## src/rtl/lsu_pkg.sv

```systemverilog
// rtl/lsu_pkg.sv - shared funct3 codes, byte enables, FSM states and legality helpers
package lsu_pkg;

  localparam logic [2:0] F3_B  = 3'b000;
  localparam logic [2:0] F3_H  = 3'b001;
  localparam logic [2:0] F3_W  = 3'b010;
  localparam logic [2:0] F3_BU = 3'b100;
  localparam logic [2:0] F3_HU = 3'b101;

  localparam logic [3:0] BE_B = 4'b0001;
  localparam logic [3:0] BE_H = 4'b0011;
  localparam logic [3:0] BE_W = 4'b1111;

  typedef enum logic [1:0] {S_IDLE, S_ACCESS, S_RESP} state_t;

  function automatic logic req_legal(input logic we, input logic [2:0] funct3,
                                     input logic [1:0] addr_lo, input logic allow_misaligned);
    logic f3_ok;
    logic aligned;
    f3_ok   = 1'b0;
    aligned = 1'b1;
    case (funct3)
      F3_B:  f3_ok = 1'b1;
      F3_H:  begin f3_ok = 1'b1; aligned = !addr_lo[0];      end
      F3_W:  begin f3_ok = 1'b1; aligned = (addr_lo == 2'b00); end
      F3_BU: f3_ok = !we;
      F3_HU: begin f3_ok = !we;  aligned = !addr_lo[0];      end
      default: f3_ok = 1'b0;
    endcase
    return f3_ok && (allow_misaligned || aligned);
  endfunction

  // Only meaningful for stores that already passed req_legal.
  function automatic logic [3:0] store_be(input logic [2:0] funct3);
    case (funct3)
      F3_B:    return BE_B;
      F3_H:    return BE_H;
      default: return BE_W;
    endcase
  endfunction

endpackage

```

## src/rtl/lsu_mem_port_load_extend.sv

```systemverilog
// rtl/lsu_mem_port_load_extend.sv - byte/halfword select and sign/zero extension of raw load data
module load_extend
  import lsu_pkg::*;
(
  input  logic [2:0]  funct3,
  input  logic [31:0] raw,
  output logic [31:0] data
);

  always_comb begin
    data = raw;
    case (funct3)
      F3_B:    data = {{24{raw[7]}}, raw[7:0]};
      F3_H:    data = {{16{raw[15]}}, raw[15:0]};
      F3_BU:   data = {24'd0, raw[7:0]};
      F3_HU:   data = {16'd0, raw[15:0]};
      default: data = raw;
    endcase
  end

endmodule

```

## src/rtl/lsu_mem_port.sv

```systemverilog
// rtl/lsu_mem_port.sv - load/store initiator driving a byte-addressed SRAM for one cycle per access
module lsu_mem_port
  import lsu_pkg::*;
#(
  parameter int ADDR_W           = 16,
  parameter bit ALLOW_MISALIGNED = 1'b1
) (
  input  logic              clk,
  input  logic              rst,
  input  logic              req_valid,
  output logic              req_ready,
  input  logic              req_we,
  input  logic [2:0]        req_funct3,
  input  logic [ADDR_W-1:0] req_addr,
  input  logic [31:0]       req_wdata,
  output logic              resp_valid,
  input  logic              resp_ready,
  output logic [31:0]       resp_rdata,
  output logic              resp_err,
  output logic [3:0]        mem_w_en,
  output logic [ADDR_W-1:0] mem_addr,
  output logic [31:0]       mem_wdata,
  input  logic [31:0]       mem_rdata
);

  state_t      state, state_next;
  logic [2:0]  funct3_q;
  logic        we_q;
  logic        accept;
  logic        legal;
  logic [31:0] ext_data;

  assign req_ready  = !rst && ((state == S_IDLE) || (state == S_RESP && resp_ready));
  assign accept     = req_valid && req_ready;
  assign legal      = req_legal(req_we, req_funct3, req_addr[1:0], ALLOW_MISALIGNED);
  assign resp_valid = (state == S_RESP);

  load_extend u_load_extend (
    .funct3 (funct3_q),
    .raw    (mem_rdata),
    .data   (ext_data)
  );

  always_comb begin
    state_next = state;
    case (state)
      S_IDLE: begin
        if (accept) state_next = legal ? S_ACCESS : S_RESP;
      end
      S_ACCESS: state_next = S_RESP;
      S_RESP: begin
        if (accept)          state_next = legal ? S_ACCESS : S_RESP;
        else if (resp_ready) state_next = S_IDLE;
      end
      default: state_next = S_IDLE;
    endcase
  end

  always_ff @(posedge clk) begin
    if (rst) begin
      state      <= S_IDLE;
      mem_w_en   <= 4'd0;
      mem_addr   <= '0;
      mem_wdata  <= 32'd0;
      resp_rdata <= 32'd0;
      resp_err   <= 1'b0;
      funct3_q   <= 3'd0;
      we_q       <= 1'b0;
    end else begin
      state <= state_next;
      if (state == S_ACCESS) begin
        // The SRAM read/write already happened at the mid-cycle falling edge.
        resp_rdata <= we_q ? 32'd0 : ext_data;
        resp_err   <= 1'b0;
        mem_w_en   <= 4'd0;
      end else if (accept) begin
        if (legal) begin
          mem_addr  <= req_addr;
          mem_wdata <= req_wdata;
          mem_w_en  <= req_we ? store_be(req_funct3) : 4'd0;
          funct3_q  <= req_funct3;
          we_q      <= req_we;
        end else begin
          mem_w_en   <= 4'd0;
          resp_err   <= 1'b1;
          resp_rdata <= 32'd0;
        end
      end
    end
  end

endmodule

```

## config.mk

```make
export PLATFORM = sky130hd
export DESIGN_NAME = lsu_mem_port
export DESIGN_NICKNAME = d
export VERILOG_FILES = /design/src/rtl/lsu_pkg.sv /design/src/rtl/lsu_mem_port_load_extend.sv /design/src/rtl/lsu_mem_port.sv
export SDC_FILE = /design/constraint.sdc
export NUM_CORES = 1
export LEC_CHECK = 0
export BUFFER_PORTS_ARGS = -buffer_cell sky130_fd_sc_hd__buf_2
export CORE_MARGIN = 4
export CORE_UTILIZATION = 48
export CTS_BUF_LIST = sky130_fd_sc_hd__clkbuf_4 sky130_fd_sc_hd__clkbuf_8
export CTS_CLUSTER_DIAMETER = 60
export DETAILED_ROUTE_END_ITERATION = 10
export PLACE_DENSITY = 0.79
export SYNTH_ARGS = -nofsm -noshare
export SYNTH_HDL_FRONTEND = slang
export SYNTH_HIERARCHICAL = 1
export SYNTH_SLANG_ARGS = --single-unit
```

## constraint.sdc

```tcl
create_clock -name clk -period 2 [get_ports clk]
set_input_delay 0.1 -clock clk [delete_from_list [all_inputs] [get_ports clk]]
set_output_delay 0.1 -clock clk [all_outputs]
set_load 0.005 [all_outputs]
```

==> results of run 1 <==
kinds of logic after synthesis:
group / count (synthesis) / share of synthesized area [%]
and+or+nand+nor: 99 / 14.7
AOI/OAI and AO/OA: 68 / 14.3
DFF: 90 / 47.7
buffers and inverters: 42 / 7.45
muxes: 53 / 15.8
cell usage in the layout (no fill, tap or decap), types with 2 or more instances in the layout:
cell type	instances
sky130_fd_sc_hd__nor2_1	3
sky130_fd_sc_hd__buf_2	174
sky130_fd_sc_hd__inv_1	4
sky130_fd_sc_hd__nand2b_1	2
sky130_fd_sc_hd__mux2_2	5
sky130_fd_sc_hd__nor2b_1	53
sky130_fd_sc_hd__a21oi_1	4
sky130_fd_sc_hd__dfxtp_1	90
sky130_fd_sc_hd__nand2_1	27
sky130_fd_sc_hd__buf_4	6
sky130_fd_sc_hd__a32o_1	32
sky130_fd_sc_hd__clkbuf_4	2
sky130_fd_sc_hd__nor3_1	2
sky130_fd_sc_hd__clkbuf_8	9
sky130_fd_sc_hd__nand3_1	2
sky130_fd_sc_hd__dlygate4sd3_1	55
sky130_fd_sc_hd__bufinv_16	3
sky130_fd_sc_hd__o21ai_0	25
sky130_fd_sc_hd__mux2_1	46
state kept, by name, summed over array words and instances, names as in the netlist:
signal      flops
mem_wdata      32
resp_err        1
resp_rdata     32
mem_w_en        3
funct3_q        3
mem_addr       16
we_q            1
state           2
worst max-delay path by stage:
stage,cells past startpoint,end,slack [ps],from
after global routing,3,resp_rdata[13]$_SDFFE_PP0P_,380,state[0]$_SDFFE_PP0P_
after CTS,3,resp_rdata[22]$_SDFFE_PP0P_,130,state[1]$_SDFFE_PP0P_
after detailed placement,3,resp_rdata[22]$_SDFFE_PP0P_,150,state[1]$_SDFFE_PP0P_
after floorplan,4,funct3_q[0]$_SDFFE_PP0P_,600,state[0]$_SDFFE_PP0P_
after global placement,3,resp_rdata[22]$_SDFFE_PP0P_,230,state[1]$_SDFFE_PP0P_
final,4,mem_addr[5]$_SDFFE_PP0P_,470,state[1]$_SDFFE_PP0P_
worst register-to-register path, delay by kind of cell (launching register included):
kind	cells	cell delay, ps
buffers and inverters	1	280
multiplexers	1	390
AND/OR/NAND/NOR	1	200
AO/OA/AOI/OAI	1	140
flip-flops	1	400
area by class of cell:
type	count	share of cell area (%)
sequential	90	33.5
multi-input combinational	220	31.7
timing repair buffer	236	27.6
clock buffer	11	2.58
tap	102	2.37
clock inverter	5	1.91
inverter	4	0.279
antenna	1	0.0465
timing repair:
action	in CTS	in global routing
gates resized for setup	0	1
hold buffers	55	0
hold endpoints to repair	55	0
setup endpoints to repair	0	1
stage by stage:
step           worst slack [ps]  power, µW  instances  hold slack, ps  util [%]
2_1_floorplan               598       2280        352             225         -
3_3_place_gp                230       2460        597             304      59.7
3_5_place_dp                149       2480        597             308      59.7
4_1_cts                     131       4030        668            11.9      70.0
5_1_grt                     380       4170        668            22.0      70.0
6_report                    472       4000        669            27.3      70.0
metal layers:
metal	up-vias	track usage, %
met3	14	8.36
li1	1650	-
met4	0	6.05
met5	-	0
met2	150	36.5
met1	1602	24.0
power by group through the flow:
stage | Combinational (µW) | Sequential (µW) | Clock (µW)
6_report | 586 | 1940 | 1480
4_1_cts | 586 | 1940 | 1500
3_3_place_gp | 488 | 1970 | 0
5_1_grt | 649 | 1950 | 1570
3_5_place_dp | 503 | 1980 | 0
2_1_floorplan | 294 | 1980 | 0
==> impl_results.rst, run 1 <==
.. list-table::
   :header-rows: 1

   * - Metric
     - Value
   * - Power per cell area
     - 744 mW/mm²
   * - Number of instances in the synthesized netlist
     - 352
   * - Met3 Routed Length
     - 1070 µm
   * - R2r endpoint
     - mem_addr[5]$_SDFFE_PP0P_
   * - CTS HTree Levels
     - 3
   * - Post-Synthesis Net Count
     - 440
   * - Relative slew margins
     - 62.3%
   * - Io pins
     - 175
   * - Leak pwr
     - 0.00262 µW
   * - Number of violations of the max-capacitance limit
     - 0
   * - Setup skew after layout
     - 12.0 ps
   * - Type of element launching the critical path
     - flop
   * - Critical path buffers and inverters
     - 1
   * - Area of the placeable core
     - 0.00769 mm²
   * - Number of distinct standard cells referenced by the synthesized netlist
     - 35
   * - Depth of the worst register-to-register path
     - 4
   * - Placer congestion estimate
     - 0.798
   * - Finish-stage setup viols
     - 0
   * - Max-slew violation count
     - 0
   * - Hold Vio Cnt, Final
     - 0
   * - EDFF count, synth
     - 0
   * - TritonCTS clock tree
     - built
   * - Detailed Route Iter0 Violations
     - 98
   * - DRC
     - 0
   * - Number of stages on the worst hold path
     - 2
   * - CTS buffer count
     - 9
   * - Class of the worst hold path
     - in2reg
   * - Aggregate negative setup slack
     - 0 ps
   * - Area Growth Syn to Fin
     - 42.5%
   * - Share of the clock period used by the worst path after layout
     - 76.4%
   * - Final wirelength
     - 10100 µm
   * - Reg power frac
     - 48.5%
   * - Endpoint, Worst Hold
     - resp_rdata[7]$_SDFFE_PP0P_
   * - Filler cell count in the final layout
     - 605
   * - Sequential standard cell area
     - 0.00180 mm²
   * - Initial standard-cell utilization of the core
     - 49.2%
   * - Drt first pass iters
     - 4
   * - Root Buffer
     - sky130_fd_sc_hd__clkbuf_8
   * - Count of buffers from port buffering
     - 174
   * - Via/cell ratio
     - 5.11
   * - Vias
     - 3416
   * - Detailed-route wire length on metal 1
     - 3950 µm
   * - Die span in y
     - 96.7 µm
   * - Achievable clock frequency
     - 655 MHz
   * - Detail Placement HPWL
     - 6550 µm
   * - Delay of the slowest cell on the worst path
     - 400 ps
   * - Area of all placed cells without fillers
     - 0.00538 mm²
   * - Net count, final
     - 649
   * - Post-synthesis average cell area
     - 10.7 µm²
   * - Post-synthesis sequential area ratio
     - 47.7%
   * - Fraction of power spent switching nets
     - 23.3%
   * - Vias in the first global route
     - 3448
   * - TritonCTS sink count
     - 90
   * - Fraction of registers with async set/reset
     - 0%
   * - Die footprint
     - 0.00936 mm²
   * - Most instantiated cells after synthesis
     - sky130_fd_sc_hd__dfxtp_1 (90), sky130_fd_sc_hd__nor2b_1 (53), sky130_fd_sc_hd__mux2_1 (46), sky130_fd_sc_hd__a32o_1 (32), sky130_fd_sc_hd__nand2_1 (27)
   * - Summed instance area of the synthesized netlist
     - 0.00378 mm²
   * - Die width
     - 96.7 µm
   * - Post-detailed-route wirelength per cell
     - 15.1 µm
   * - Top-area cell type share of the netlist area
     - 47.7%
   * - Required time of the critical path
     - 2220 ps
   * - Worst vdd rail ir drop
     - 0.464 mV
   * - Run status
     - completed
   * - Clock latency on the worst-skew pair
     - 340 ps
   * - Largest fanout on the critical path
     - 44
   * - Total routing resource utilization after global routing
     - 21.1%
   * - Multi-input combinational cell area
     - 0.00171 mm²
   * - Startpoint of the lowest-slack register-to-register path
     - state[1]$_SDFFE_PP0P_
   * - Arr. time, crit path
     - 1750 ps
   * - Number of register bits inferred by synthesis
     - 90
   * - Top sig layer
     - met4
   * - Dominant cell by count in the synthesized netlist
     - sky130_fd_sc_hd__dfxtp_1
   * - Global-route wire length before repair
     - 16600 µm
   * - Actual transition at the worst max-transition pin
     - 566 ps
   * - DR WL met2
     - 4980 µm
   * - Min Tclk post-route
     - 1530 ps
   * - Number of antenna violations at the first check in global routing
     - 0
   * - Largest cells by area after synthesis
     - sky130_fd_sc_hd__dfxtp_1 (48%), sky130_fd_sc_hd__mux2_1 (14%), sky130_fd_sc_hd__nor2b_1 (8.8%), sky130_fd_sc_hd__a32o_1 (8.5%), sky130_fd_sc_hd__o21ai_0 (3.3%)
   * - Net switching power
     - 932 µW
   * - Fraction of layout cells with a size suffix above 1
     - 37.3%
   * - Critical-path top delay cell
     - sky130_fd_sc_hd__dfxtp_1
   * - Type of the worst setup path
     - reg2reg
   * - Leading area contributor after synthesis
     - sky130_fd_sc_hd__dfxtp_1
   * - CP cell instances
     - nand2b_1 > o2111ai_4 > buf_12 > mux2_2
   * - Maximum number of pins on one net before global-route repair
     - 51
   * - Combinational share of power
     - 14.6%
   * - Number of synthesis warnings
     - 6
   * - Crit. End Element
     - flop
   * - Cell-internal power
     - 3070 µW
   * - Number of buffers inserted by post-CTS setup repair
     - 0
   * - Portion of total power attributed to the clock network
     - 36.9%
   * - Clock slew at reported path FFs
     - 80 ps
   * - Reg2reg setup slack
     - 470 ps
   * - Antenna Violating Nets Remaining
     - 0
   * - Post-synth top flop
     - sky130_fd_sc_hd__dfxtp_1
   * - Placement row count
     - 32
   * - Area of placed instances
     - 0.00459 mm²
   * - Worst-case clock buffer depth
     - 2
   * - Beginning of the worst hold path
     - mem_rdata[7]
   * - Total gr overflow
     - 0
   * - Cell family with most CP delay
     - flip-flops
   * - Unrepaired setup endpoints after global routing
     - false
No activity file was read; power rests on OpenSTA's default activity.
==> run 2: changes to the inputs <==
==> constraint.sdc (replaced) <==
create_clock -name clk -period 1.6 [get_ports clk]
set_input_delay 0.08 -clock clk [delete_from_list [all_inputs] [get_ports clk]]
set_output_delay 0.08 -clock clk [all_outputs]
set_load 0.005 [all_outputs]
==> run 2 against run 1 <==
Net effect: non-clock buffer count is 5 higher; clock skew is 3.5 ps lower; hold slack better by 1.4 ps; first-iteration DRC count is 50% higher; clock power is 11% higher; die area stayed put; design area is 0.56% higher; core utilization is 0.39 points higher; power is 21% higher; register-to-register slack worse by 360 ps.
==> impl_results.rst, run 2 (synthesis results as in run 1) <==
.. list-table::
   :header-rows: 1

   * - Metric
     - Value
   * - Run status
     - completed
   * - Met1 Usage GRT
     - 25.0% (+1.0 points)
   * - Area of all placed cells without fillers
     - 0.00541 mm² (+0.56%)
   * - Vias in the first global route
     - 3568 (+3.5%)
   * - Relative slew margins
     - 65.5% (+3.2 points)
   * - Root Buffer
     - sky130_fd_sc_hd__clkbuf_8
   * - Total gr overflow
     - 0 (unchanged)
   * - Type of the worst setup path
     - reg2reg
   * - Net count, final
     - 654 (+0.77%)
   * - Detailed Route Iter0 Violations
     - 147 (+50%)
   * - Unrepaired setup endpoints after global routing
     - false
   * - Finish-stage setup viols
     - 0 (unchanged)
   * - Achievable clock frequency
     - 671 MHz (+2.6%)
   * - Worst-case clock buffer depth
     - 2 (unchanged)
   * - Finished Layout Cells
     - 671 (+0.30%)
   * - Detail Placement HPWL
     - 6620 µm (+1.1%)
   * - Placer congestion estimate
     - 0.854 (+7.0%)
   * - Antenna Violating Nets Remaining
     - 0 (unchanged)
   * - R2r endpoint
     - mem_wdata[17]$_SDFFE_PP0P_
   * - Number of violations of the max-capacitance limit
     - 0 (unchanged)
   * - Most frequent cells in the layout
     - sky130_fd_sc_hd__buf_2 (174), sky130_fd_sc_hd__dfxtp_1 (90), sky130_fd_sc_hd__dlygate4sd3_1 (56)
   * - Leading cell type in the layout, fill and taps excluded
     - sky130_fd_sc_hd__buf_2
   * - Placement row count
     - 32 (unchanged)
   * - Filler cell count in the final layout
     - 573 (-5.3%)
   * - Largest fanout on the critical path
     - 20 (-55%)
   * - Maximum number of pins on one net before global-route repair
     - 51 (unchanged)
   * - Vias
     - 3423 (+0.20%)
   * - Number of antenna violations at the first check in global routing
     - 0 (unchanged)
   * - Min Tclk post-route
     - 1490 ps (-38.4 ps)
   * - Hold Vio Cnt, Final
     - 0 (unchanged)
   * - Reg2reg setup slack
     - 110 ps (-360 ps)
   * - GRT busiest layer
     - met2
   * - Total routing resource utilization after global routing
     - 22.0% (+0.91 points)
   * - Final wirelength
     - 10300 µm (+1.4%)
   * - Met2 GRT Util
     - 38.2% (+1.7 points)
   * - CTS HTree Levels
     - 3 (unchanged)
   * - Setup crit end
     - mem_wdata[17]$_SDFFE_PP0P_
   * - Worst Setup SP
     - state[0]$_SDFFE_PP0P_
   * - Power per cell area
     - 892 mW/mm² (+20%)
   * - TritonCTS sink count
     - 90 (unchanged)
   * - Crit. End Element
     - flop
   * - Count of buffers from port buffering
     - 174 (unchanged)
   * - Global-route track usage on met3
     - 7.50% (-0.87 points)
   * - Share of the clock period used by the worst path after layout
     - 93.1% (+17 points)
   * - DRC
     - 0 (unchanged)
   * - TritonCTS clock tree
     - built
   * - Initial standard-cell utilization of the core
     - 49.2% (unchanged)
   * - Setup skew after layout
     - 8.51 ps (-3.48 ps)
   * - Type of element launching the critical path
     - flop
   * - Number of buffers inserted by post-CTS setup repair
     - 0 (unchanged)
   * - Post-detailed-route wirelength per cell
     - 15.3 µm (+1.1%)
   * - Max-slew violation count
     - 0 (unchanged)
   * - Actual transition at the worst max-transition pin
     - 517 ps (-48.6 ps)
   * - Area of the placeable core
     - 0.00769 mm² (unchanged)
   * - CTS buffer count
     - 9 (unchanged)
   * - Clock slew at reported path FFs
     - 80 ps (about the same)
   * - Fraction of layout cells with a size suffix above 1
     - 37.3% (about the same)
   * - Aggregate negative setup slack
     - 0 ps (unchanged)
   * - Startpoint of the lowest-slack register-to-register path
     - state[0]$_SDFFE_PP0P_
   * - Clock latency on the worst-skew pair
     - 340 ps (about the same)
   * - Area of placed instances
     - 0.00464 mm² (+1.2%)
   * - Required time of the critical path
     - 1820 ps (-400 ps)
   * - Leading registers by flop count
     - mem_wdata (32), resp_rdata (32), mem_addr (16)
   * - Worst vdd rail ir drop
     - 0.623 mV (+34%)
   * - Depth of the worst register-to-register path
     - 4 (unchanged)
   * - Die footprint
     - 0.00936 mm² (unchanged)
   * - Via/cell ratio
     - 5.10 (about the same)
   * - Placed cell count
     - 601 (+0.67%)
   * - Io pins
     - 175 (unchanged)
   * - Drt first pass iters
     - 4 (unchanged)
   * - Leak pwr
     - 0.00264 µW (+0.75%)
   * - Die span in y
     - 96.7 µm (unchanged)
   * - Antenna cell count
     - 0 (-1)
   * - Global-route wire length before repair
     - 17100 µm (+3.2%)
   * - Arr. time, crit path
     - 1710 ps (-40 ps)
   * - Class of the worst hold path
     - in2reg
   * - Area Growth Syn to Fin
     - 43.2%
   * - Die width
     - 96.7 µm (unchanged)
==> run 2: worst min path at each step <==
stage / start / end / slack, ps / cells past startpoint
6_report: req_funct3[0] / funct3_q[0]$_SDFFE_PP0P_ / 30 / 2
3_5_place_dp: req_wdata[6] / mem_wdata[6]$_SDFFE_PP0P_ / 290 / 2
2_1_floorplan: req_addr[0] / mem_addr[0]$_SDFFE_PP0P_ / 200 / 1
5_1_grt: req_funct3[2] / funct3_q[2]$_SDFFE_PP0P_ / 20 / 2
4_1_cts: req_funct3[2] / funct3_q[2]$_SDFFE_PP0P_ / 10 / 2
3_3_place_gp: req_addr[12] / mem_addr[12]$_SDFFE_PP0P_ / 280 / 2
==> run 2: critical path: stages (launching register included) <==
cell                        delay (ps)
sky130_fd_sc_hd__dfxtp_1           400
sky130_fd_sc_hd__nor2_4            210
sky130_fd_sc_hd__o2111ai_4         200
sky130_fd_sc_hd__buf_12            220
sky130_fd_sc_hd__mux2_1            330
==> run 2: report_power, final <==
part	switching (µW)	internal (µW)	leakage [µW]	total, µW
clock	728	922	0.000109	1650
sequential	62.5	2360	0.000733	2420
combinational	339	421	0.00179	759
total	1130	3700	0.00264	4830
==> run 2: layer usage <==
layer	part of all wire (%)	vias up
li1	-	1655
met5	0	-
met3	8.9	19
met2	49	151
met1	40	1598
met4	2.0	0
==> run 2: repair_timing <==
action,in CTS,in global routing
hold buffers,56,0
hold endpoints to repair,56,0
gates resized for setup,0,0
==> run 2: metrics by stage <==
step	hold WS (ps)	worst slack (ps)	power (µW)	utilization, %
4_1_cts	13.6	114	4860	70.4
6_report	28.7	111	4830	70.4
3_3_place_gp	284	184	3090	60.4
3_5_place_dp	290	132	3120	60.4
5_1_grt	23.9	31.5	5070	70.4
2_1_floorplan	205	198	2840	-
==> run 2: cell type report <==
| cell class | count | area (µm²) | share of cell area (%) |
|---|---|---|---|
| flip-flops and latches | 90 | 1800 | 33.3 |
| multi-input cells | 220 | 1710 | 31.5 |
| repair buffers | 241 | 1550 | 28.7 |
| clock buffers | 11 | 145 | 2.68 |
| well taps | 102 | 128 | 2.36 |
| clock inverters | 3 | 65.1 | 1.20 |
| inverters | 4 | 15.0 | 0.277 |
